==> src/rtl/cpu_pkg.sv <==
// Shared types for the multicycle RV32I control path: FSM states, opcodes,
// immediate-select and ALU-operation encodings.
package cpu_pkg;

  localparam int unsigned OP_W       = 7;
  localparam int unsigned ALU_CTRL_W = 4;
  localparam int unsigned IMM_SRC_W  = 3;

  localparam logic [OP_W-1:0] OP_LW     = 7'b0000011;
  localparam logic [OP_W-1:0] OP_SW     = 7'b0100011;
  localparam logic [OP_W-1:0] OP_R      = 7'b0110011;
  localparam logic [OP_W-1:0] OP_I      = 7'b0010011;
  localparam logic [OP_W-1:0] OP_BRANCH = 7'b1100011;
  localparam logic [OP_W-1:0] OP_JAL    = 7'b1101111;
  localparam logic [OP_W-1:0] OP_JALR   = 7'b1100111;
  localparam logic [OP_W-1:0] OP_LUI    = 7'b0110111;

  typedef enum logic [3:0] {
    S_FETCH, S_DECODE, S_MEMADR, S_MEMREAD, S_MEMWB, S_MEMWRITE, S_EXECR,
    S_EXECI, S_ALUWB, S_BRANCH, S_JALR, S_JAL, S_LUI, S_TRAP
  } state_e;

  typedef enum logic [IMM_SRC_W-1:0] {
    IMM_I = 3'd0, IMM_S = 3'd1, IMM_B = 3'd2, IMM_J = 3'd3, IMM_U = 3'd4
  } imm_src_e;

  typedef enum logic [ALU_CTRL_W-1:0] {
    ALU_ADD = 4'd0, ALU_SUB = 4'd1, ALU_AND = 4'd2, ALU_OR  = 4'd3,
    ALU_XOR = 4'd4, ALU_SLT = 4'd5, ALU_SLL = 4'd6, ALU_SRL = 4'd7
  } alu_ctrl_e;

  typedef enum logic [1:0] {
    ALUOP_ADD = 2'd0, ALUOP_SUB = 2'd1, ALUOP_FUNCT = 2'd2
  } alu_op_e;

endpackage

==> src/rtl/alu_decoder.sv <==
// Maps the FSM's ALU request plus instruction funct fields to an ALU operation;
// flags funct3 encodings the datapath cannot execute.
module alu_decoder
  import cpu_pkg::*;
(
  input  logic [1:0]            alu_op_i,
  input  logic [2:0]            funct3_i,
  input  logic                  funct7b5_i,
  input  logic                  op5_i,
  output logic [ALU_CTRL_W-1:0] alu_control_o,
  output logic                  illegal_funct_o
);

  always_comb begin
    alu_control_o   = ALU_ADD;
    illegal_funct_o = 1'b0;
    case (alu_op_i)
      ALUOP_SUB: alu_control_o = ALU_SUB;
      ALUOP_FUNCT: begin
        case (funct3_i)
          // Only R-type distinguishes SUB; ADDI ignores IR[30].
          3'b000:  alu_control_o = (op5_i && funct7b5_i) ? ALU_SUB : ALU_ADD;
          3'b001:  alu_control_o = ALU_SLL;
          3'b010:  alu_control_o = ALU_SLT;
          3'b100:  alu_control_o = ALU_XOR;
          3'b101:  alu_control_o = ALU_SRL;
          3'b110:  alu_control_o = ALU_OR;
          3'b111:  alu_control_o = ALU_AND;
          default: illegal_funct_o = 1'b1;
        endcase
      end
      default: alu_control_o = ALU_ADD;
    endcase
  end

endmodule

==> src/rtl/multicycle_control.sv <==
// Main sequencing FSM of the multicycle RV32I core: steps the shared datapath
// through fetch/decode/execute/writeback and traps unsupported encodings.
module multicycle_control
  import cpu_pkg::*;
#(
  parameter int unsigned OP_WIDTH = 7
) (
  input  logic                  clk,
  input  logic                  rst_n,
  input  logic [OP_WIDTH-1:0]   op_i,
  input  logic [2:0]            funct3_i,
  input  logic                  funct7b5_i,
  input  logic                  zero_i,
  input  logic                  mem_ready_i,
  output logic                  mem_req_o,
  output logic                  mem_write_o,
  output logic                  adr_src_o,
  output logic                  ir_write_o,
  output logic                  pc_write_o,
  output logic                  reg_write_o,
  output logic [1:0]            result_src_o,
  output logic [1:0]            alu_src_a_o,
  output logic [1:0]            alu_src_b_o,
  output logic [ALU_CTRL_W-1:0] alu_control_o,
  output logic [IMM_SRC_W-1:0]  imm_src_o,
  output logic                  illegal_o
);

  state_e                state_q, state_d;
  logic                  illegal_q;
  alu_op_e               alu_op;
  logic [ALU_CTRL_W-1:0] dec_alu_control;
  logic                  illegal_funct;
  imm_src_e              imm_sel;

  alu_decoder u_alu_decoder (
    .alu_op_i        (alu_op),
    .funct3_i        (funct3_i),
    .funct7b5_i      (funct7b5_i),
    .op5_i           (op_i[5]),
    .alu_control_o   (dec_alu_control),
    .illegal_funct_o (illegal_funct)
  );

  // Immediate format follows the opcode regardless of state.
  always_comb begin
    imm_sel = IMM_I;
    case (op_i)
      OP_SW:     imm_sel = IMM_S;
      OP_BRANCH: imm_sel = IMM_B;
      OP_JAL:    imm_sel = IMM_J;
      OP_LUI:    imm_sel = IMM_U;
      default:   imm_sel = IMM_I;
    endcase
  end

  always_ff @(posedge clk) begin
    if (!rst_n) begin
      state_q   <= S_FETCH;
      illegal_q <= 1'b0;
    end else begin
      state_q <= state_d;
      if (state_d == S_TRAP) illegal_q <= 1'b1;
    end
  end

  always_comb begin
    state_d      = state_q;
    alu_op       = ALUOP_ADD;
    mem_req_o    = 1'b0;
    mem_write_o  = 1'b0;
    adr_src_o    = 1'b0;
    ir_write_o   = 1'b0;
    pc_write_o   = 1'b0;
    reg_write_o  = 1'b0;
    result_src_o = 2'b00;
    alu_src_a_o  = 2'b00;
    alu_src_b_o  = 2'b00;
    case (state_q)
      S_FETCH: begin
        mem_req_o = 1'b1;
        if (mem_ready_i) begin
          ir_write_o   = 1'b1;
          pc_write_o   = 1'b1;
          alu_src_b_o  = 2'b10;
          result_src_o = 2'b10;
          state_d      = S_DECODE;
        end
      end
      S_DECODE: begin
        alu_src_a_o = 2'b01;
        alu_src_b_o = 2'b01;
        case (op_i)
          OP_LW, OP_SW: state_d = S_MEMADR;
          OP_R:         state_d = S_EXECR;
          OP_I:         state_d = S_EXECI;
          OP_BRANCH:    state_d = S_BRANCH;
          OP_JAL:       state_d = S_JAL;
          OP_JALR:      state_d = S_JALR;
          OP_LUI:       state_d = S_LUI;
          default:      state_d = S_TRAP;
        endcase
      end
      S_MEMADR: begin
        alu_src_a_o = 2'b10;
        alu_src_b_o = 2'b01;
        state_d     = (op_i == OP_SW) ? S_MEMWRITE : S_MEMREAD;
      end
      S_MEMREAD: begin
        mem_req_o = 1'b1;
        adr_src_o = 1'b1;
        if (mem_ready_i) state_d = S_MEMWB;
      end
      S_MEMWB: begin
        result_src_o = 2'b01;
        reg_write_o  = 1'b1;
        state_d      = S_FETCH;
      end
      S_MEMWRITE: begin
        mem_req_o   = 1'b1;
        mem_write_o = 1'b1;
        adr_src_o   = 1'b1;
        if (mem_ready_i) state_d = S_FETCH;
      end
      S_EXECR, S_EXECI: begin
        alu_src_a_o = 2'b10;
        alu_src_b_o = (state_q == S_EXECI) ? 2'b01 : 2'b00;
        alu_op      = ALUOP_FUNCT;
        state_d     = illegal_funct ? S_TRAP : S_ALUWB;
      end
      S_ALUWB: begin
        reg_write_o = 1'b1;
        state_d     = S_FETCH;
      end
      S_BRANCH: begin
        alu_src_a_o = 2'b10;
        alu_op      = ALUOP_SUB;
        // funct3[0] inverts the equality test: beq vs bne.
        if (funct3_i[2:1] != 2'b00) begin
          state_d = S_TRAP;
        end else begin
          pc_write_o = zero_i ^ funct3_i[0];
          state_d    = S_FETCH;
        end
      end
      S_JALR: begin
        alu_src_a_o = 2'b10;
        alu_src_b_o = 2'b01;
        state_d     = S_JAL;
      end
      S_JAL: begin
        alu_src_a_o = 2'b01;
        alu_src_b_o = 2'b10;
        pc_write_o  = 1'b1;
        state_d     = S_ALUWB;
      end
      S_LUI: begin
        alu_src_a_o = 2'b11;
        alu_src_b_o = 2'b01;
        state_d     = S_ALUWB;
      end
      S_TRAP:  state_d = S_TRAP;
      default: state_d = S_FETCH;
    endcase
    alu_control_o = dec_alu_control;
    imm_src_o     = imm_sel;
    // Reset silences every request, enable and select immediately.
    if (!rst_n) begin
      mem_req_o     = 1'b0;
      mem_write_o   = 1'b0;
      adr_src_o     = 1'b0;
      ir_write_o    = 1'b0;
      pc_write_o    = 1'b0;
      reg_write_o   = 1'b0;
      result_src_o  = 2'b00;
      alu_src_a_o   = 2'b00;
      alu_src_b_o   = 2'b00;
      alu_control_o = '0;
      imm_src_o     = '0;
    end
  end

  assign illegal_o = illegal_q;

endmodule

==> config.mk <==
export PLATFORM = sky130hd
export DESIGN_NAME = multicycle_control
export DESIGN_NICKNAME = d
export VERILOG_FILES = /design/src/rtl/cpu_pkg.sv /design/src/rtl/alu_decoder.sv /design/src/rtl/multicycle_control.sv
export SDC_FILE = /design/constraint.sdc
export NUM_CORES = 1
export LEC_CHECK = 0
export ABC_AREA = 1
export BUFFER_PORTS_ARGS = -buffer_cell sky130_fd_sc_hd__buf_4
export CAP_MARGIN = 0
export CORE_MARGIN = 5
export CORE_UTILIZATION = 45
export CTS_BUF_LIST = sky130_fd_sc_hd__clkbuf_8
export DETAILED_ROUTE_END_ITERATION = 10
export GPL_ROUTABILITY_DRIVEN = 0
export HOLD_SLACK_MARGIN = 0.12
export PLACE_DENSITY = 0.76
export SLEW_MARGIN = 20
export SYNTH_ARGS = -nofsm -noshare
export SYNTH_HDL_FRONTEND = slang
export SYNTH_SLANG_ARGS = --single-unit
==> constraint.sdc <==
create_clock -name clk -period 2.1 [get_ports clk]
set_clock_uncertainty 0.1 [all_clocks]
set_input_delay 0.21 -clock clk [delete_from_list [all_inputs] [get_ports clk]]
set_output_delay 0.21 -clock clk [all_outputs]
set_load 0.05 [all_outputs]
==> results of run 1 <==
power groups by stage:
stage,logic (mW),clock network (mW),registers [mW]
detailed placement,0.297,0,0.117
CTS,0.301,0.177,0.117
floorplan,0.208,0,0.120
finish,0.305,0.174,0.117
global placement,0.293,0,0.116
global route,0.334,0.187,0.119
worst max-delay path, stage by stage, from the launching register on:
cell	delay [ns]
dfxtp_1	0.42
nand2_1	0.16
nor2_4	0.14
inv_2	0.06
ha_4	0.24
a211oi_2	0.18
nand2_1	0.06
inv_1	0.06
buf_6	0.15
through the flow:
step           cells  worst slack (ns)  utilization [%]
2_1_floorplan    159           0.00289                -
3_3_place_gp     215             0.147             63.4
3_5_place_dp     215             0.119             63.4
4_1_cts          219           0.00370             66.7
5_1_grt          219           0.00814             68.1
6_report         219            0.0938             68.1
cells by family (layout without fill, tap and decap cells):
group	Yosys count	in the layout	synth area share, %
other	1	1	0.461
AO/OA/AOI/OAI	21	21	14.6
AND/OR/NAND/NOR	100	100	55.2
adder cells (fa/ha/maj)	2	2	3.08
buffers and inverters	30	65	14.3
flip-flops	5	5	12.3
repair_timing:
item / in CTS / in global routing
resized for setup: 4 / 5
cloned: 0 / 0
hold buffers: 0 / 0
endpoints found under the setup margin: 2 / 3
pin swaps: 0 / 1
registers in the layout (all words and copies together), names as in the netlist:
| signal | cells |
|---|---|
| state_q | 4 |
| illegal_o | 1 |
layer usage:
layer	GRT usage (%)	up-vias	part of all wire [%]
met5	0	-	0
met4	4.68	0	0.66
met3	3.13	3	7.2
met2	35.1	39	51
met1	22.1	479	41
li1	-	565	-
Yosys cell counts, drive strengths merged:
| cell | n | area (um^2) |
|---|---|---|
| a21oi | 10 | 50.1 |
| inv | 27 | 101 |
| buf | 1 | 7.51 |
| clkbuf | 2 | 7.51 |
| a41oi | 1 | 8.76 |
| ha | 2 | 25.0 |
| and2 | 1 | 6.26 |
| dfxtp | 5 | 100 |
| a211oi | 3 | 22.5 |
| nand4 | 3 | 18.8 |
| nor3 | 4 | 30.0 |
| o21ai | 5 | 25.0 |
| nor2 | 36 | 165 |
| conb | 1 | 3.75 |
| nand3 | 9 | 45.0 |
| or2 | 1 | 6.26 |
| nand2 | 46 | 178 |
| a31oi | 2 | 12.5 |
layout make-up:
type                    count  area, um^2  area share [%]
clock inverters             1        3.75           0.319
multi-input cells         124         632            53.7
well taps                  25        31.3            2.66
flip-flops and latches      5         104            8.83
inverters                  27         101            8.62
repair buffers             34         263            22.3
clock buffers               3        41.3            3.51
path summary, 6_finish.rpt:
path,to,depth (start not counted)
setup / recovery,alu_control_o[2],8
setup reg to reg,illegal_o,10
hold reg to reg,illegal_o,2
hold / removal,state_q[0],4
==> metrics.txt, run 1 <==
GR Util All Layers 19.0%; clk_lat worst skew 0.22 ns; pin count of the biggest net entering global routing 21; ant diodes 0; Hold Path Origin mem_ready_i; Sw Pwr 272 uW; peak supply drop 0.000555 V; die area 0.00276 mm^2; Detailed Route Iter0 Violations 26; Final Max Slew Viols 0; RR Startpoint state_q[3]; ANT nets after route 0; clock tree buffer depth 2; Fin. Hold Viols 0; IO buf count 33; H-tree Lvls 1; layout cells sized above 1 32.5%; routed vias 1086; pwr/cell area 507 mW/mm^2; slew of the pin with the lowest slew margin 0.592 ns; Remaining Overflow, GRT 0; MaxCap Viol Count 0; R2R Setup Slk 0.32 ns; TritonCTS buffer count 3; DRT Pass-1 Iters 4; highest-count cells in the layout ignoring fill and taps 44 x nand2_1, 32 x buf_4, 29 x nor2_1, 19 x inv_1, 10 x a21oi_1; combinational share of power 51.2%; Flop pwr share 19.7%; Post-Syn Area 813 um^2; cell area after layout 0.00118 mm^2; CP Data Arrival Time 1.70 ns; chip height 52.5 um; Initial Util 47.1%; leak pwr 0.606 nW; Pint 325 uW; Final Setup Violations 0; synth warn 0; Post-CTS Setup Repair Bufs 0; status completed; Avg Inst Size Synth 5.11 um^2; min cycle time layout 2.01 ns; Achievable Freq 498 MHz; Cell Rows 15; die extent in x 52.5 um; cell count after synthesis 159; Net Count, Synth 176; Vias/cell 4.96; fillcell total 169; Clock Power Share 29.1%; Worst slew margin 60.5%; total negative slack 0 ns; period utilisation layout 95.5%; critical path type reg -> out; Critical Path Source state_q[3]; Yosys reg bits 5; vias in the first global route 1024; Residual DRC 0; WL final 2410 um; clk root buf clkbuf_8; CTS tree done; Core ar. 0.00173 mm^2; post-synthesis sequential area ratio 12.3%; critical path endpoint category output port; Area Overhead vs Synth 44.6%; Final nets 212; crit path max fanout 6; Pwr Total 596 uW; Synth cell types 23; Critical Path RT 1.79 ns; clock sinks 5; initial antenna violation count 0; Worst-path clk slew 0.04 ns; RSZ-0062 raised after global routing false; worst hold path class in -> reg; commonest non-fill, non-tap cell in the layout nand2_1; Worst setup SP type flip-flop; Sw Ratio 45.6%; post-DP HPWL 1940 um; # IOs 35; Placed Area 0.00109 mm^2; smallest hold slack 0.328 ns; first-pass GRT wire length 4040 um; Routed WL per cell 11.0 um
(Power assumes the default switching activity.)
==> inputs of run 2 (changes only) <==
--- a/config.mk
+++ b/config.mk
@@ -5,7 +5,7 @@
 export SDC_FILE = /design/constraint.sdc
 export NUM_CORES = 1
 export LEC_CHECK = 0
-export ABC_AREA = 1
+export ABC_AREA = 0
 export BUFFER_PORTS_ARGS = -buffer_cell sky130_fd_sc_hd__buf_4
 export CAP_MARGIN = 0
 export CORE_MARGIN = 5
@@ -14,7 +14,7 @@
 export DETAILED_ROUTE_END_ITERATION = 10
 export GPL_ROUTABILITY_DRIVEN = 0
 export HOLD_SLACK_MARGIN = 0.12
-export PLACE_DENSITY = 0.76
+export PLACE_DENSITY = 0.74
 export SLEW_MARGIN = 20
 export SYNTH_ARGS = -nofsm -noshare
 export SYNTH_HDL_FRONTEND = slang
==> constraint.sdc (replaced) <==
create_clock -name clk -period 2.2 [get_ports clk]
set_clock_uncertainty 0.1 [all_clocks]
set_input_delay 0.22 -clock clk [delete_from_list [all_inputs] [get_ports clk]]
set_output_delay 0.22 -clock clk [all_outputs]
set_load 0.05 [all_outputs]
==> run 2 against run 1 <==
Against the previous run:
- worst setup slack gained 0.026 ns
- final cell count shrank 11%
- register-to-register slack lost 0.05 ns
- critical path type unchanged
==> metrics.txt, run 2 <==
status completed; # IOs 35 (unchanged); most area-consuming cells after synthesis dfxtp_1 10%, buf_6 9.3%, nor2_1 7.7%, a21oi_1 5.1%, nand2_1 5.0%; most numerous cell in the Yosys netlist nor2_1; Residual DRC 0 (unchanged); clk root buf clkbuf_8; Final Max Slew Viols 0 (unchanged); cts hold-fix bufs 0 (unchanged); Most flops, register state_q; top cells by count, synth 20 x nor2_1, 13 x nand2_1, 10 x a21oi_1; vias in the first global route 962 (-6.1%); Avg Inst Size Synth 6.89 um^2 (+35%); Fin. Hold Viols 0 (unchanged); Detailed Route Iter0 Violations 23 (-12%); TritonCTS buffer count 3 (unchanged); post-synthesis sequential area ratio 10.3% (-2.0 points); Critical Path Source state_q[1]; highest-count cells in the layout ignoring fill and taps 35 x buf_4, 20 x nor2_1, 13 x nand2_1, 10 x a21oi_1, 8 x inv_1; synth warn 0 (unchanged); area leader, netlist dfxtp_1; routed vias 1057 (-2.7%); met1 Use GR 16.8% (-5.3 points); layout cells sized above 1 32.1% (-0.33 points); Yosys reg bits 5 (unchanged); Vias/cell 5.42 (+9.3%); Critical Path RT 1.88 ns (+0.09 ns); post-DP HPWL 1900 um (-2.1%); top-area cell type share of the netlist area 10.3% (-10 points); Post-Syn Area 972 um^2 (+20%); cell count after synthesis 141 (-11%); MaxCap Viol Count 0 (unchanged); clock tree buffer depth 2 (unchanged); leak pwr 0.598 nW (-1.3%); Area Overhead vs Synth 26.0%; RR Startpoint state_q[1]; peak supply drop 0.000583 V (+5.2%); period utilisation layout 94.5%; pin count of the biggest net entering global routing 18 (-14%); crit path max fanout 2 (-4); ant diodes 0 (unchanged); GR peak layer met2; critical path endpoint category output port; slew of the pin with the lowest slew margin 0.681 ns (+0.0885 ns); Worst setup SP type flip-flop; smallest hold slack 0.247 ns (-0.0809 ns); ANT nets after route 0 (unchanged); die extent in x 56.5 um (+7.6%); Worst-path clk slew 0.03 ns (about the same); Core ar. 0.00200 mm^2 (+16%); clock sinks 5 (unchanged); chip height 56.5 um (+7.6%); Resize count post-CTS 0 (-4); initial antenna violation count 0 (unchanged); IO buf count 33 (unchanged); Cell Rows 16 (+1); H-tree Lvls 1 (unchanged); Post-CTS Setup Repair Bufs 0 (unchanged); Remaining Overflow, GRT 0 (unchanged); min cycle time layout 2.08 ns; RSZ-0062 raised after global routing false; Pwr Total 1.07 mW (+79%); CP Data Arrival Time 1.76 ns (+0.06 ns); routing usage on met3 2.75% (-0.38 points); Routed WL per cell 12.3 um (+11%); Final Setup Violations 0 (unchanged); Final nets 186 (-12%); critical path type reg -> out; async set-reset flop share out of synthesis 0% (unchanged); GR Util All Layers 15.0% (-4.0 points); ys flop type dfxtp_1; worst hold path class in -> reg; clk_lat worst skew 0.22 ns (about the same); first-pass GRT wire length 4000 um (-1.0%); max FFs per register 4 (unchanged); DRT Pass-1 Iters 4 (unchanged); Hold Path Origin rst_n; Worst slew margin 54.0% (-6.4 points); number of flops mapped to enable cells by yosys 0 (unchanged); die area 0.00319 mm^2 (+16%); Achievable Freq 481 MHz; CTS tree done; Synth cell types 46 (+100%); GR Util met2 28.7% (-6.4 points); pwr/cell area 872 mW/mm^2 (+72%); WL final 2390 um (-0.83%); commonest non-fill, non-tap cell in the layout buf_4; Net Count, Synth 158 (-10%); Initial Util 48.6% (+1.5 points)
-- run 2: changes by cell type in the layout (fill, tap and decap cells not counted), moves of 4 or more --
| cell | change |
|---|---|
| and3_1 | +4 |
| nand3b_1 | +5 |
| inv_2 | -9 |
| inv_1 | -11 |
| nor2_1 | -9 |
| nand2_1 | -31 |
-- run 2: final cells by class --
| class | count | area (um^2) |
|---|---|---|
| Clock buffer | 3 | 41.3 |
| Clock inverter | 1 | 3.75 |
| Fill cell | 194 | 777 |
| Inverter | 7 | 26.3 |
| Multi-Input combinational cell | 115 | 734 |
| Sequential cell | 5 | 100 |
| Tap cell | 27 | 33.8 |
| Timing Repair Buffer | 37 | 285 |
-- run 2: where the power goes --
group | internal (mW) | switching (mW) | total, mW | leakage (nW)
Clock | 0.119 | 0.0429 | 0.162 | 0.0269
Combinational | 0.270 | 0.505 | 0.775 | 0.531
Sequential | 0.114 | 0.0175 | 0.132 | 0.0407
Total | 0.503 | 0.565 | 1.07 | 0.598
-- run 2: path summary, 6_finish.rpt --
kind,to,slack (ns),cells past startpoint
setup / recovery,alu_control_o[2],0.12,5
setup reg to reg,illegal_o,0.27,8
hold reg to reg,illegal_o,0.36,2
hold / removal,illegal_o,0.25,3
-- run 2: metrics by stage --
step	setup TNS (ns)	utilization (%)	cell area [um^2]	setup slack, ns	std cells
after floorplan	-0.0385	-	982	-0.0212	141
final	0	61.2	1220	0.120	195
after detailed placement	0	58.6	1170	0.267	191
after CTS	0	60.8	1220	0.0918	195
after global routing	0	61.2	1220	0.00216	195
after global placement	0	58.6	1170	0.304	191
-- run 2: cells by family (layout without fill, tap and decap cells) --
family / count (synthesis) / in the layout / synth area share [%]
fa+ha+maj: 2 / 2 / 2.57
mux: 2 / 2 / 2.06
flops: 5 / 5 / 10.3
buf+inv: 21 / 48 / 15.2
other cells: 1 / 1 / 0.386
simple gates: 73 / 73 / 43.1
xor+xnor: 5 / 5 / 4.51
compound gates: 32 / 32 / 21.9
-- run 2: metal layers --
metal | wire length, um | vias up
li1 | - | 536
met5 | 0 | -
met4 | 12 | 0
met1 | 1020 | 479
met3 | 155 | 2
met2 | 1210 | 40
-- run 2: worst max-delay path, cell delays in order, from the launching register on --
cell      delay (ns)
dfxtp_1         0.30
nand3b_1        0.19
or2_2           0.31
ha_1            0.34
nor3_2          0.22
buf_6           0.19
==> inputs of run 3 (changes only) <==
--- a/config.mk
+++ b/config.mk
@@ -15,6 +15,8 @@
 export GPL_ROUTABILITY_DRIVEN = 0
 export HOLD_SLACK_MARGIN = 0.12
 export PLACE_DENSITY = 0.74
+export RECOVER_POWER = 25
+export SETUP_SLACK_MARGIN = 0.5
 export SLEW_MARGIN = 20
 export SYNTH_ARGS = -nofsm -noshare
 export SYNTH_HDL_FRONTEND = slang
==> run 3 against run 2 <==
Against the previous run:
- routed wire length grew 26%
- non-clock buffer count grew 12
- hold slack gained 0.041 ns
- clock power is essentially flat
- die area is the same
- largest power group unchanged
==> metrics.txt, run 3 (synthesized netlist as in run 2, its figures left out) <==
die extent in x 56.5 um (unchanged); CP delay by family, top buffers and inverters; CP Depth 6 (+1); layout cells sized above 1 53.9% (+22 points); Achievable Freq 513 MHz (+6.7%); ANT nets after route 0 (unchanged); clock sinks 5 (unchanged); highest-count cells in the layout ignoring fill and taps 22 x buf_4, 18 x buf_6, 10 x nor2_1, 9 x nand2_1, 7 x nor2_2; min cycle time layout 1.95 ns (-0.131 ns); Placement Setup Slack 0.319 ns (+0.0515 ns); Area Overhead vs Synth 63.2%; critical path type reg -> out; clk_lat worst skew 0.22 ns (about the same); Pwr Total 1.41 mW (+32%); max FFs per register 4 (unchanged); PnR worst setup slack 0.251 ns (+0.131 ns); crit path max fanout 16 (+14); initial antenna violation count 0 (unchanged); Fin. Hold Viols 0 (unchanged); Final nets 198 (+6.5%); Residual DRC 0 (unchanged); MaxCap Viol Count 0 (unchanged); # IOs 35 (unchanged); leak pwr 0.710 nW (+19%); cts hold-fix bufs 0 (unchanged); critical path endpoint category output port; vias in the first global route 1072 (+11%); peak supply drop 0.000487 V (-17%); WL final 3010 um (+26%); slew of the pin with the lowest slew margin 0.602 ns (-0.0784 ns); cell depth of the worst hold path 3 (unchanged); period utilisation layout 88.6% (-6.0 points); die area 0.00319 mm^2 (unchanged); Worst-path clk slew 0.03 ns (about the same); worst hold path class in -> reg; Critical Path RT 1.88 ns (about the same); total negative slack 0 ns (unchanged); Worst slew margin 60.0% (+6.0 points); IO buf count 33 (unchanged); Remaining Overflow, GRT 0 (unchanged); Worst setup SP type flip-flop; Sw Ratio 50.4% (-2.5 points); Core ar. 0.00200 mm^2 (unchanged); status completed; post-DP HPWL 2000 um (+5.4%); crit-path max cell delay 0.47 ns (+0.13 ns); Vias/cell 5.48 (+1.2%); Initial Util 48.6% (unchanged); Worst Path Buf+Inv 3 (+2); Sw Pwr 713 uW (+26%); Final Non-Filler Cells 207 (+6.2%); pin count of the biggest net entering global routing 17 (-1); routed vias 1135 (+7.4%); Most flops, register state_q; Pint 702 uW (+39%); CP Cell Sequence buf_4 > buf_8 > nor2_4 > nand2_2 > nor2_2 > clkbuf_1; Clock Power Share 11.6% (-3.6 points); dpl cells 191 (unchanged); Final Setup Violations 0 (unchanged); Routed WL per cell 14.5 um (+18%); pwr/cell area 891 mW/mm^2 (+2.2%); TritonCTS buffer count 3 (unchanged); Cell Rows 16 (unchanged); combinational share of power 78.1% (+5.6 points); Critical-path top delay cell clkbuf_1; Flop pwr share 10.2% (-2.1 points); first-pass GRT wire length 4760 um (+19%); commonest non-fill, non-tap cell in the layout buf_4; DRT Pass-1 Iters 4 (unchanged); smallest hold slack 0.288 ns (+0.0408 ns); GR Util All Layers 18.4% (+3.4 points); CTS tree done; CP Data Arrival Time 1.63 ns (-0.13 ns); Final Max Slew Viols 0 (unchanged); ant diodes 0 (unchanged); worst reg-to-reg path cell count 8 (unchanged); clock tree buffer depth 2 (unchanged); chip height 56.5 um (unchanged); Detailed Route Iter0 Violations 21 (-8.7%); H-tree Lvls 1 (unchanged); R2R Setup Slk 0.31 ns (+0.04 ns); RSZ-0062 raised after global routing true; clk root buf clkbuf_8
## run 3: cell count changes in the layout (fill, tap and decap cells not counted), moves of 3 or more
| cell | previous run | this run |
|---|---|---|
| a21oi_2 | 0 | 6 |
| buf_4 | 35 | 22 |
| nand2_4 | 0 | 3 |
| buf_8 | 0 | 4 |
| inv_1 | 8 | 5 |
| nor2_2 | 1 | 7 |
| a21oi_1 | 10 | 4 |
| dfxtp_1 | 5 | 2 |
| nand2_1 | 13 | 9 |
| buf_6 | 2 | 18 |
| nor2_1 | 20 | 10 |
| clkbuf_1 | 0 | 5 |
| nor2_4 | 1 | 5 |
## run 3: final cells by class
| class | count | area, um^2 |
|---|---|---|
| Clock buffer | 3 | 41.3 |
| Clock inverter | 1 | 3.75 |
| Sequential cell | 5 | 106 |
| Multi-Input combinational cell | 115 | 926 |
| Timing Repair Buffer | 49 | 447 |
| Inverter | 7 | 28.8 |
| Fill cell | 151 | 415 |
| Tap cell | 27 | 33.8 |
## run 3: through the flow
step	cell area, um^2	util [%]
global route	1590	79.3
CTS	1480	73.8
detailed placement	1230	61.3
finish	1590	79.3
global placement	1230	61.3
floorplan	1040	-
## run 3: what timing repair did
| item | in CTS | in global routing |
|---|---|---|
| endpoints found under the setup margin | 17 | 20 |
| buffers inserted | 9 | 3 |
| pin swaps | 13 | 14 |
| gates resized for setup | 40 | 28 |
## run 3: worst paths after layout
path	endpoint	from
setup / recovery	result_src_o[1]	state_q[1]
hold / removal	illegal_o	rst_n
setup reg to reg	illegal_o	state_q[1]
hold reg to reg	illegal_o	illegal_o
## run 3: power by group through the flow
stage / Clock [mW] / Sequential [mW] / Combinational (mW)
after floorplan: 0 / 0.131 / 0.661
after global placement: 0 / 0.135 / 0.785
after detailed placement: 0 / 0.137 / 0.793
after CTS: 0.167 / 0.145 / 0.955
after global routing: 0.171 / 0.148 / 1.17
final: 0.165 / 0.145 / 1.10
## run 3: tightest hold or removal path, stage by stage
cell	delay (ns)
buf_4	0.21
nand2_1	0.09
o41ai_2	0.05
## run 3: per-layer routing
layer | up-vias | global-route usage [%] | wire length, um
li1 | 566 | - | -
met1 | 526 | 19.9 | 1190
met2 | 36 | 34.8 | 1600
met3 | 7 | 2.98 | 151
met4 | 0 | 7.12 | 67
met5 | - | 0 | 0
